**src/rtl/result_packer.sv**
```systemverilog
// rtl/result_packer.sv - gathers systolic-array result rows into N x N frames
// and hands them to the DMA through a two-slot ping-pong buffer.
module result_packer #(
  parameter int RES_WIDTH = 16,
  parameter int N         = 3
) (
  input  logic                       i_clk,
  input  logic                       i_rst,
  input  logic                       i_flush,
  input  logic                       i_res_valid,
  input  logic [N*RES_WIDTH-1:0]     i_res_row,
  output logic                       o_res_ready,
  output logic                       m_axis_valid,
  output logic [N*N*RES_WIDTH-1:0]   m_axis_data,
  input  logic                       m_axis_ready,
  output logic [15:0]                o_frames_out
);

  localparam int ROW_W   = N * RES_WIDTH;
  localparam int FRAME_W = N * ROW_W;
  localparam int CNT_W   = (N > 1) ? $clog2(N) : 1;

  logic [FRAME_W-1:0] slot_q [2];
  logic               wr_ptr_q, wr_ptr_d;
  logic               rd_ptr_q, rd_ptr_d;
  logic [CNT_W-1:0]   row_q, row_d;
  logic [1:0]         count_q, count_d;
  logic [15:0]        frames_q, frames_d;

  logic accept, deliver, commit;

  assign o_res_ready  = (count_q != 2'd2);
  assign m_axis_valid = (count_q != 2'd0);
  assign m_axis_data  = slot_q[rd_ptr_q];
  assign o_frames_out = frames_q;

  assign accept  = i_res_valid && o_res_ready;
  assign deliver = m_axis_valid && m_axis_ready;
  assign commit  = accept && (row_q == CNT_W'(N - 1));

  always_comb begin
    row_d    = row_q;
    wr_ptr_d = wr_ptr_q;
    rd_ptr_d = rd_ptr_q;
    count_d  = count_q;
    frames_d = frames_q;
    if (i_flush) begin
      // Flush wins over any handshake in the same cycle; the delivery count is kept.
      row_d    = '0;
      wr_ptr_d = 1'b0;
      rd_ptr_d = 1'b0;
      count_d  = 2'd0;
    end else begin
      if (accept) begin
        row_d = commit ? '0 : row_q + CNT_W'(1);
      end
      if (commit) begin
        wr_ptr_d = ~wr_ptr_q;
      end
      if (deliver) begin
        rd_ptr_d = ~rd_ptr_q;
        frames_d = frames_q + 16'd1;
      end
      count_d = count_q + {1'b0, commit} - {1'b0, deliver};
    end
  end

  always_ff @(posedge i_clk or posedge i_rst) begin
    if (i_rst) begin
      row_q    <= '0;
      wr_ptr_q <= 1'b0;
      rd_ptr_q <= 1'b0;
      count_q  <= 2'd0;
      frames_q <= 16'd0;
    end else begin
      row_q    <= row_d;
      wr_ptr_q <= wr_ptr_d;
      rd_ptr_q <= rd_ptr_d;
      count_q  <= count_d;
      frames_q <= frames_d;
    end
  end

  // Slot payload carries no reset; only count/pointers decide what is valid.
  always_ff @(posedge i_clk) begin
    if (accept && !i_flush) begin
      for (int r = 0; r < N; r++) begin
        if (row_q == CNT_W'(r)) begin
          slot_q[wr_ptr_q][r*ROW_W +: ROW_W] <= i_res_row;
        end
      end
    end
  end

endmodule

```
**config.mk**
```make
export PLATFORM = sky130hd
export DESIGN_NAME = result_packer
export DESIGN_NICKNAME = d
export VERILOG_FILES = /design/src/rtl/result_packer.sv
export SDC_FILE = /design/constraint.sdc
export NUM_CORES = 1
export LEC_CHECK = 0
export ABC_AREA = 1
export CORE_ASPECT_RATIO = 0.9
export CORE_MARGIN = 1
export CORE_UTILIZATION = 23
export DETAILED_ROUTE_END_ITERATION = 7
export GPL_TIMING_DRIVEN = 0
export HOLD_SLACK_MARGIN = 0.12
export PLACE_DENSITY_LB_ADDON = 0.3
export SLEW_MARGIN = 5
export SYNTH_ARGS = -nofsm -noshare
export SYNTH_HDL_FRONTEND = slang
export SYNTH_SLANG_ARGS = --single-unit
```
**constraint.sdc**
```tcl
create_clock -name i_clk -period 7.7 [get_ports i_clk]
set_input_delay 1.54 -clock i_clk [delete_from_list [all_inputs] [get_ports i_clk]]
set_output_delay 1.54 -clock i_clk [all_outputs]
set_load 0.02 [all_outputs]
```
After elaboration in Yosys (flattened, before gate mapping)
Memory sizes are Yosys's and may differ from the RTL's.
Index checks and enable logic that the tools add are counted.
Widths: inputs -> output; s select.
{"block": "word_totals", "ff_bits": 22, "latchBits": 0, "mem_bits_rw": 288, "mem_count": 1, "inputBits": 53, "romBits": 0, "word_cells": 44}
{"block": "classes", "eq_ne": 3, "n_addsub": 4, "div": 0, "multipliers": 0, "shift": 0, "mux": 17, "reduce_logical": 11, "bitwise": 3, "order_cmp": 0}
{"name": "slot_q", "depth": 2, "word_bits": 144, "read_ports": 1, "rd_clocked_by_memory_dff": 0, "wr": 1, "line": "23", "rtl": "logic [FRAME_W-1:0] slot_q [2];"}
{"operator": "$add 16x1->16 const B", "count": 1}
{"operator": "$mux 1", "count": 13}
{"operator": "$mux 2", "count": 4}
{"operator": "$reduce_bool 2->1", "count": 4}
{"operator": "$logic_and 1x1->1", "count": 4}
{"operator": "$not 1->1", "count": 3}
{"operator": "$add 2x1->2", "count": 1}
{"operator": "$add 2x1->2 const B", "count": 1}
{"operator": "$eq 2x1->1 const B", "count": 1}
{"operator": "$eq 2x2->1 const B", "count": 1}
{"operator": "$logic_not 2->1", "count": 1}
{"operator": "$ne 2x2->1 const B", "count": 1}
{"operator": "$reduce_and 2->1", "count": 1}
{"operator": "$sub 2x1->2", "count": 1}
{"operator": "$logic_not 1->1", "count": 1}

Logic depth before layout (Yosys ltp)
Gate-level depths: netlist (run 1).
{"block": "depth", "depth_word": 6, "depth_mapped": 9}

Worst setup path before layout (run 1)
Ideal clock, no wire load.
{"block": "synth_timing", "kind": "input-to-reg", "start": "input port i_res_valid", "end": "memory slot_q[1][100] (netlist name), enable pin", "required_ns": 7.187, "slack_ns": 2.160, "n_path_buf": 0, "t_arrival_ns": 5.026, "stages": 2, "cell_sequence": "nand4_1 > nor3_1"}
{"block": "synth_via", "elab_chain_len": 4}
{"item": "start, declared", "line": "10", "rtl": "input logic i_res_valid,"}
{"item": "$logic_and 1x1->1", "line": "37", "rtl": "assign accept = i_res_valid && o_res_ready;"}
{"item": "$logic_and 1x1->1", "line": "86", "rtl": "if (accept && !i_flush) begin"}
{"item": "$mux 1", "line": "86"}
{"item": "$mux 1 (not written as such)", "line": "89", "rtl": "slot_q[wr_ptr_q][r*ROW_W +: ROW_W] <= i_res_row;"}
{"item": "end, declared", "line": "23"}
No other way between the ends.

Worst setup path in the final report (run 1)
{"block": "layout_timing", "start": "register rd_ptr_q", "end": "output port m_axis_data[122]"}
{"block": "layout_via", "elab_chain_len": 1}
{"item": "start, declared", "line": "25", "rtl": "logic rd_ptr_q, rd_ptr_d;"}
{"item": "start signal, assigned", "line": "78", "rtl": "rd_ptr_q <= rd_ptr_d;"}
{"item": "$mem_v2 2x144"}
{"item": "end, declared", "line": "14", "rtl": "output logic [N*N*RES_WIDTH-1:0] m_axis_data,"}
No other way between the ends.

==> results of run 1 <==
## metrics by stage
stage	cell area (um^2)	setup TNS [ns]	std cells	total power, mW
detailed placement	14900	0	1799	3.55
finish	16000	0	1866	5.08
global route	16000	0	1865	5.33
global placement	14600	-110.58	1783	3.53
floorplan	11600	0	898	2.72
CTS	16000	0	1865	5.19
## cells in the final DEF (no fill, tap or decap), types with 4 or more instances in the layout
cell             Yosys  routed
xor2_1              10      10
clkbuf_1             8      14
clkbuf_16            0      37
nor2_1              15      10
dfrtp_1             22      22
nand2_1            467     467
inv_1               24      24
o21ai_0              5       5
buf_2               24      24
clkinv_1             0      11
nand4_1              5       5
clkdlybuf4s50_1      0     214
nor2_4               4       9
clkinv_2             0       5
edfxtp_1           288     288
buf_4                0       4
buf_12               0       9
nand3_1              8       8
## per-layer routing
metal,GRT usage,vias to the layer above,wire (um)
li1,-,3544,-
met1,0.167,3501,14700
met2,0.195,215,14500
met3,0.0365,43,2380
met4,0.0421,2,689
met5,0,-,13
## area by class of cell
cell class	instances	area, um^2
clock buffer	43	948
multi-input combinational	530	2210
antenna	1	2.50
inverter	26	97.6
timing repair buffer	230	2400
tap	671	840
fill	4965	33500
sequential	310	9200
buffer	32	150
clock inverter	23	146
## state kept, by name, indices dropped and copies added, names as in the netlist
register      count
row_q             2
slot_q          288
wr_ptr_q          1
count_q           2
rd_ptr_q          1
o_frames_out     16
## power groups by stage
stage	Sequential [mW]	Clock, mW	Combinational (mW)
final	1.96	1.60	1.52
after global routing	1.97	1.71	1.65
after CTS	1.96	1.66	1.56
after detailed placement	1.99	0	1.56
after global placement	2.00	0	1.53
after floorplan	2.00	0	0.723
## worst max-delay path, cell delays in order (launching register included)
cell and delay (ns):
dfrtp_1 0.35, buf_2 0.21, inv_1 0.09, buf_2 0.35
buf_2 0.36, nand2_1 0.08, nand2_1 0.09, clkdlybuf4s50_1 0.72
## cell families (layout without fill, tap and decap cells)
| kind of cell | after synthesis | count (layout) |
|---|---|---|
| AND/OR/NAND/NOR | 508 | 508 |
| other | 0 | 1 |
| AO/OA/AOI/OAI | 7 | 7 |
| buffers and inverters | 58 | 354 |
| adder cells (fa/ha/maj) | 3 | 3 |
| XOR/XNOR | 12 | 12 |
| flip-flops | 310 | 310 |
## worst max path at each step
| stage | startpoint | end | slack (ns) | depth (start not counted) |
|---|---|---|---|---|
| after floorplan | i_res_valid | slot_q[1][100] | 2.16 | 2 |
| after global placement | i_res_valid | slot_q[1][118] | -2.31 | 3 |
| after detailed placement | i_res_valid | slot_q[1][119] | 3.64 | 6 |
| after CTS | rd_ptr_q | m_axis_data[122] | 3.19 | 7 |
| after global routing | rd_ptr_q | m_axis_data[125] | 3.13 | 7 |
| final | rd_ptr_q | m_axis_data[122] | 3.35 | 7 |
==> impl_metrics.tcl, run 1 <==
set metrics [dict create \
    holdBufCountCts 0 \
    yosysUniqueCellTypes 20 \
    drc_errors 0 \
    hp-start "o_frames_out[15]" \
    viasPerCell 3.91 \
    hold_end "o_frames_out[15]" \
    synthSimpleGateAreaFrac 0.172 \
    cp-end-kind "output pin" \
    setup_ws_ns 3.35 \
    combPwrFrac 0.299 \
    die_h_um 215 \
    fin_crit_ns 4.35 \
    ff2ff_path_depth 6 \
    timing_hold_violations_final 0 \
    critical_path_class "register to output pin" \
    startpoint_type "register" \
    whs_ns 0.505 \
    cts_buffers 36 \
    synth_common_cells "467 x nand2_1, 288 x edfxtp_1, 24 x buf_2, 24 x inv_1, 22 x dfrtp_1" \
    hold_class "register to register" \
    grt_pass1_vias 7323 \
    synth_area_um2 11600 \
    clk_transition_reported_paths_ns 0.06 \
    dp_slack_ns 3.64 \
    synthFlopType "edfxtp_1" \
    synth_top_cell_by_area "edfxtp_1" \
    rsz0062_at_grt "false" \
    ant_nets 0 \
    post-dp-hpwl_um 21900 \
    wl_per_cell_um 17.3 \
    status "finished, final reports clean" \
    vias 7305 \
    synth.most_common_cell "nand2_1" \
    cts_tree "built" \
    synth_top_family_by_area "simple AND/OR/NAND/NOR gates" \
    cts_max_level 2 \
    fin_crit_sh 0.565 \
    relSlewSlack 0.412 \
    slew_violations 0 \
    sw_frac_of_total 0.325 \
    grt_use_total 0.126 \
    synthMuxAreaShare 0 \
    worst_ep_arrival_time_ns 2.81 \
    clock.fmax_mhz 230 \
    utilization 0.323 \
    drv_cap 0 \
    synth_xor_area_frac 0.00905 \
    drt_iter0_markers 415 \
    grt_max_degree 25 \
    final_nets 1222 \
    root_buffer "clkbuf_16" \
    synth_seq_cells 310 \
    synth_compound_gate_area_share 0.00302 \
    setup_viol 0 \
    power.density_nw_per_um2 317 \
    dr.pass1.iters 5 \
    wirelength_um 32300 \
    yosysSeqAreaShare 0.792 \
    die_area_um2 51400 \
    core-area_um2 49500 \
    drive_gt1_frac 0.0888 \
    start_util 0.235 \
    die_x_um 239 \
    switchingPower_mw 1.65 \
    p_int_mw 3.43 \
    antenna_found_initial 1 \
    p_leak_nw 6.04 \
    synth_nets 954 \
    p_seq_frac 0.386 \
    clock_skew_ns 0.0123 \
    hold_path_depth 2 \
    ioPinCount 215 \
    cp_max_fo 10 \
    clockBufferDepth 3 \
    synth_edf_count 288 \
    tightest_slew_ns 0.881 \
    clk_latency_ns 0.53 \
    timing.rr.start "count_q[1]" \
    ff2ff_setup_slack_ns 5.21 \
    critPathRequiredTime_ns 6.16 \
    r2r-end "slot_q[1][119]" \
    p_clk_frac 0.315 \
    grt_pass1_wl_um 47200 \
    netlist_top_cells_area "edfxtp_1 74%, nand2_1 15%, dfrtp_1 4.7%" \
    cts_resized 0 \
    syn_inst 898 \
    row_count 77 \
    cts_setup_buffers 0 \
    yosysTopAreaCellShare 0.744 \
    area_delta_synth_final_pct 37.7 \
    yosysWarnings 0 \
    cts_sinks 310 \
    vdd_drop_max_v 0.000145 \
    gp_congestion 0.741 \
    async_reset_ff_frac 0.0710 \
    postSynthAreaPerCell_um2 12.9 \
    portBuffers 214 \
    yosys.area_share.adder 0.00323 \
    grt_remaining_overflow 0 \
]
Note: power is estimated with default switching activity, not from simulation.
==> run 2, diff against run 1 <==
==> constraint.sdc (replaced) <==
create_clock -name i_clk -period 3.6 [get_ports i_clk]
set_input_delay 0.72 -clock i_clk [delete_from_list [all_inputs] [get_ports i_clk]]
set_output_delay 0.72 -clock i_clk [all_outputs]
set_load 0.02 [all_outputs]
==> impl_metrics.tcl, run 2 (synthesis gave the netlist of run 1 again) <==
set metrics [dict create \
    row_count 77 \
    utilization 0.324 \
    final_nets 1219 \
    status "finished, final reports clean" \
    hp-start "o_frames_out[15]" \
    fillers 4944 \
    drv_cap 0 \
    wirelength_um 31400 \
    multi_input_area_um2 2220 \
    clock_skew_ns 0.00916 \
    viasPerCell 3.86 \
    critical_path_class "register to output pin" \
    place.detailed.instances 1797 \
    die_h_um 215 \
    holdBufCountCts 0 \
    tightest_slew_ns 0.936 \
    ff2ff_path_depth 6 \
    hold_class "register to register" \
    gp_congestion 0.733 \
    clockBufferDepth 3 \
    timing.rr.start "count_q[1]" \
    vias 7162 \
    cp_max_fo 10 \
    root_buffer "clkbuf_16" \
    hold_path_depth 2 \
    rsz0062_at_grt "false" \
    power.density_nw_per_um2 678 \
    fin_area_um2 16000 \
    cts_sinks 310 \
    r2r-end "slot_q[1][24]" \
    core-area_um2 49500 \
    grt_remaining_overflow 0 \
    largest_register_ffs 288 \
    ioPinCount 215 \
    dr.pass1.iters 4 \
    grt_use_total 0.124 \
    area_delta_synth_final_pct 38.1 \
    wl_per_cell_um 16.9 \
    drt_iter0_markers 392 \
    die_area_um2 51400 \
    post-dp-hpwl_um 21200 \
    start_util 0.235 \
    placed_area_um2 14900 \
    grt_pass1_vias 7337 \
    most-common-layout-cells "467 x nand2_1, 288 x edfxtp_1, 214 x clkdlybuf4s50_1, 37 x clkbuf_16, 24 x inv_1" \
    setup_viol 0 \
    antenna_found_initial 0 \
    clock.fmax_mhz 297 \
    finalPower_mw 10.9 \
    antenna_cells 0 \
    relSlewSlack 0.376 \
    cts_tree "built" \
    layout_commonest_cell "nand2_1" \
    grt_pass1_wl_um 46600 \
    portBuffers 214 \
    cts_setup_buffers 0 \
    critPathRequiredTime_ns 2.88 \
    fin_crit_sh 0.936 \
    worst_ep_arrival_time_ns 2.65 \
    cp-end-kind "output pin" \
    grt_max_degree 25 \
    fin_cells 1856 \
    fin_crit_ns 3.37 \
    ff2ff_setup_slack_ns 1.39 \
    slew_violations 0 \
    cts_max_level 2 \
    vdd_drop_max_v 0.000336 \
    clk_transition_reported_paths_ns 0.06 \
    timing_hold_violations_final 0 \
    drive_gt1_frac 0.0827 \
    die_x_um 239 \
    startpoint_type "register" \
    clk_latency_ns 0.52 \
    drc_errors 0 \
    register_area_um2 9200 \
    hold_end "o_frames_out[15]" \
    ant_nets 0 \
    p_leak_nw 6.06 \
    regMostFlops "slot_q" \
    cts_buffers 35 \
]
==> run 2: changes by cell type in the layout (fill, tap and decap cells not counted), moves of 3 or more <==
cell	previous run	this run
clkbuf_1	14	18
clkinv_1	11	6
clkbuf_4	0	4
buf_8	0	3
buf_2	24	17
clkinv_2	5	2
==> run 2: stage by stage <==
step	setup slack, ns	hold slack (ns)	TNS, ns
after CTS	0.0265	0.515	0
final	0.230	0.501	0
after global placement	-2.74	0.481	-718.80
after global routing	0.0190	0.550	0
after floorplan	0.116	0.523	0
after detailed placement	0.547	0.505	0
==> run 2: worst max-delay path by stage <==
stage           startpoint          endpoint  slack [ns]  depth (start not counted)
6_report          rd_ptr_q   m_axis_data[97]        0.23                          7
5_1_grt           rd_ptr_q  m_axis_data[108]        0.02                          7
4_1_cts           rd_ptr_q   m_axis_data[12]        0.03                          7
3_5_place_dp      rd_ptr_q  m_axis_data[108]        0.55                          6
3_3_place_gp       i_flush     slot_q[1][25]       -2.74                          4
2_1_floorplan  i_res_valid      slot_q[0][0]        0.12                          4
==> run 2: final cells by class <==
type / count / share of cell area
plain buffers: 32 / 0.0104
clock buffers: 47 / 0.0600
clock inverters: 12 / 0.00811
inverters: 26 / 0.00608
multi-input cells: 530 / 0.138
flip-flops and latches: 310 / 0.573
well taps: 671 / 0.0523
repair buffers: 228 / 0.151
==> run 2: power by group <==
| group | switching (mW) | internal, mW |
|---|---|---|
| Clock | 1.36 | 2.08 |
| Combinational | 2.00 | 1.25 |
| Sequential | 0.0593 | 4.13 |
| Total | 3.42 | 7.47 |
==> run 2: metal layers <==
| layer | GRT usage | up-vias | part of all wire |
|---|---|---|---|
| li1 | - | 3533 | - |
| met3 | 0.0234 | 38 | 0.047 |
| met1 | 0.169 | 3421 | 0.47 |
| met5 | 0 | - | 0 |
| met2 | 0.198 | 170 | 0.46 |
| met4 | 0.0397 | 0 | 0.020 |
==> run 2: what timing repair did <==
| item | CTS | global route |
|---|---|---|
| resized for setup | 3 | 4 |
| pin swaps | 0 | 0 |
| hold endpoints to repair | 0 | 0 |
| endpoints found under the setup margin | 4 | 31 |
==> run 2: worst max-delay path, cell delays in order (launching register included) <==
cell and delay (ns):
dfrtp_1 0.35, clkbuf_4 0.23, inv_1 0.10, buf_4 0.25, buf_2 0.33, nand2_1 0.08
nand2_1 0.14, clkdlybuf4s50_1 0.63
==> run 3, diff against run 2 <==
--- a/config.mk
+++ b/config.mk
@@ -6,13 +6,15 @@
 export NUM_CORES = 1
 export LEC_CHECK = 0
 export ABC_AREA = 1
+export CAP_MARGIN = 10
 export CORE_ASPECT_RATIO = 0.9
 export CORE_MARGIN = 1
 export CORE_UTILIZATION = 23
 export DETAILED_ROUTE_END_ITERATION = 7
 export GPL_TIMING_DRIVEN = 0
 export HOLD_SLACK_MARGIN = 0.12
-export PLACE_DENSITY_LB_ADDON = 0.3
+export PLACE_DENSITY = 0.55
+export SKIP_CTS_REPAIR_TIMING = 1
 export SLEW_MARGIN = 5
 export SYNTH_ARGS = -nofsm -noshare
 export SYNTH_HDL_FRONTEND = slang
==> impl_metrics.tcl, run 3 (synthesis gave the netlist of run 1 again) <==
set metrics [dict create \
    area_delta_synth_final_pct 37.9 \
    most-common-layout-cells "467 x nand2_1, 288 x edfxtp_1, 214 x clkdlybuf4s50_1, 37 x clkbuf_16, 24 x inv_1" \
    status "finished, final reports clean" \
    clockBufferDepth 3 \
    ff2ff_path_depth 5 \
    final_nets 1219 \
    vias 7275 \
    antenna_found_initial 1 \
    dr.pass1.iters 4 \
    placed_area_um2 14900 \
    grtUsageMet3 0.0259 \
    fin_crit_ns 3.38 \
    die_area_um2 51400 \
    grt_use_total 0.122 \
    drive_gt1_frac 0.0868 \
    regMostFlops "slot_q" \
    wl_per_cell_um 16.9 \
    drt_iter0_markers 444 \
    row_count 77 \
    critPathRequiredTime_ns 2.88 \
    rsz0062_at_grt "true" \
    portBuffers 214 \
    ioPinCount 215 \
    drv_cap 0 \
    fin_area_um2 16000 \
    clock.fmax_mhz 296 \
    core-area_um2 49500 \
    setup_viol 0 \
    hp-start "o_frames_out[4]" \
    wirelength_um 31300 \
    clk_latency_ns 0.53 \
    r2r-end "slot_q[1][131]" \
    ant_nets 0 \
    grt_use_met1 0.171 \
    fillers 4945 \
    vdd_drop_max_v 0.000339 \
    root_buffer "clkbuf_16" \
    die_h_um 215 \
    ff2ff_setup_slack_ns 1.24 \
    clock_skew_ns 0.00932 \
    whs_ns 0.523 \
    drc_errors 0 \
    viasPerCell 3.92 \
    hold_class "register to register" \
    fin_setup_tns_ns 0 \
    p_leak_nw 6.04 \
    gp_congestion 0.729 \
    grt_pass1_vias 7219 \
    worst_ep_arrival_time_ns 2.66 \
    timing_hold_violations_final 0 \
    fin_crit_sh 0.940 \
    relSlewSlack 0.372 \
    hold_end "o_frames_out[4]" \
    critical_path_class "register to output pin" \
    slew_violations 0 \
    hold_path_depth 1 \
    grt_max_degree 25 \
    cts_sinks 310 \
    cts_buffers 36 \
    post-dp-hpwl_um 21000 \
    layout_commonest_cell "nand2_1" \
    timing.rr.start "count_q[1]" \
    start_util 0.235 \
    largest_register_ffs 288 \
    cts_max_level 2 \
    top_usage_layer "met2" \
    power.density_nw_per_um2 678 \
    antenna_cells 0 \
    grt_pass1_wl_um 45900 \
    cp_max_fo 10 \
    met2_usage 0.186 \
    cts_tree "built" \
    cp-end-kind "output pin" \
    grt_remaining_overflow 0 \
    tightest_slew_ns 0.941 \
    clk_transition_reported_paths_ns 0.06 \
    utilization 0.323 \
    die_x_um 239 \
    startpoint_type "register" \
]
## run 3: routing by layer
metal | wire, um | up-vias
li1 | - | 3539
met1 | 14800 | 3469
met5 | 0 | -
met3 | 1840 | 49
met4 | 701 | 0
met2 | 13900 | 218
## run 3: worst max-delay path, cell delays in order, from the launching register on
cell and delay [ns]:
dfrtp_1 0.35, clkbuf_4 0.23, inv_1 0.10, clkbuf_4 0.29
buf_2 0.32, nand2_1 0.09, nand2_1 0.13, clkdlybuf4s50_1 0.62
## run 3: how the worst max path moves through the flow
stage               cells after the start        start              end
floorplan                               4  i_res_valid     slot_q[0][0]
global placement                        3  i_res_valid   slot_q[0][115]
detailed placement                      5  i_res_valid   slot_q[1][115]
CTS                                     7     rd_ptr_q  m_axis_data[97]
global route                            7     rd_ptr_q  m_axis_data[57]
finish                                  7     rd_ptr_q  m_axis_data[97]
## run 3: final cells by class
type / instances / area [um^2] / area share
plain buffers: 32 / 163 / 0.0102
flip-flops and latches: 310 / 9200 / 0.574
inverters: 26 / 97.6 / 0.00609
clock buffers: 44 / 962 / 0.0601
well taps: 671 / 840 / 0.0524
multi-input cells: 530 / 2220 / 0.139
clock inverters: 17 / 138 / 0.00859
repair buffers: 227 / 2400 / 0.150
## run 3: stage by stage
step | setup slack [ns] | std cells | power, mW
6_report | 0.217 | 1857 | 10.9
3_5_place_dp | 0.514 | 1796 | 7.57
2_1_floorplan | 0.116 | 898 | 5.83
4_1_cts | 0.000571 | 1857 | 11.1
3_3_place_gp | -2.59 | 1783 | 7.54
5_1_grt | -0.00674 | 1857 | 11.4
## run 3: power breakdown
part / switching (mW) / internal [mW]
registers: 0.0586 / 4.13
logic: 1.99 / 1.25
clock network: 1.40 / 2.03
total: 3.45 / 7.41
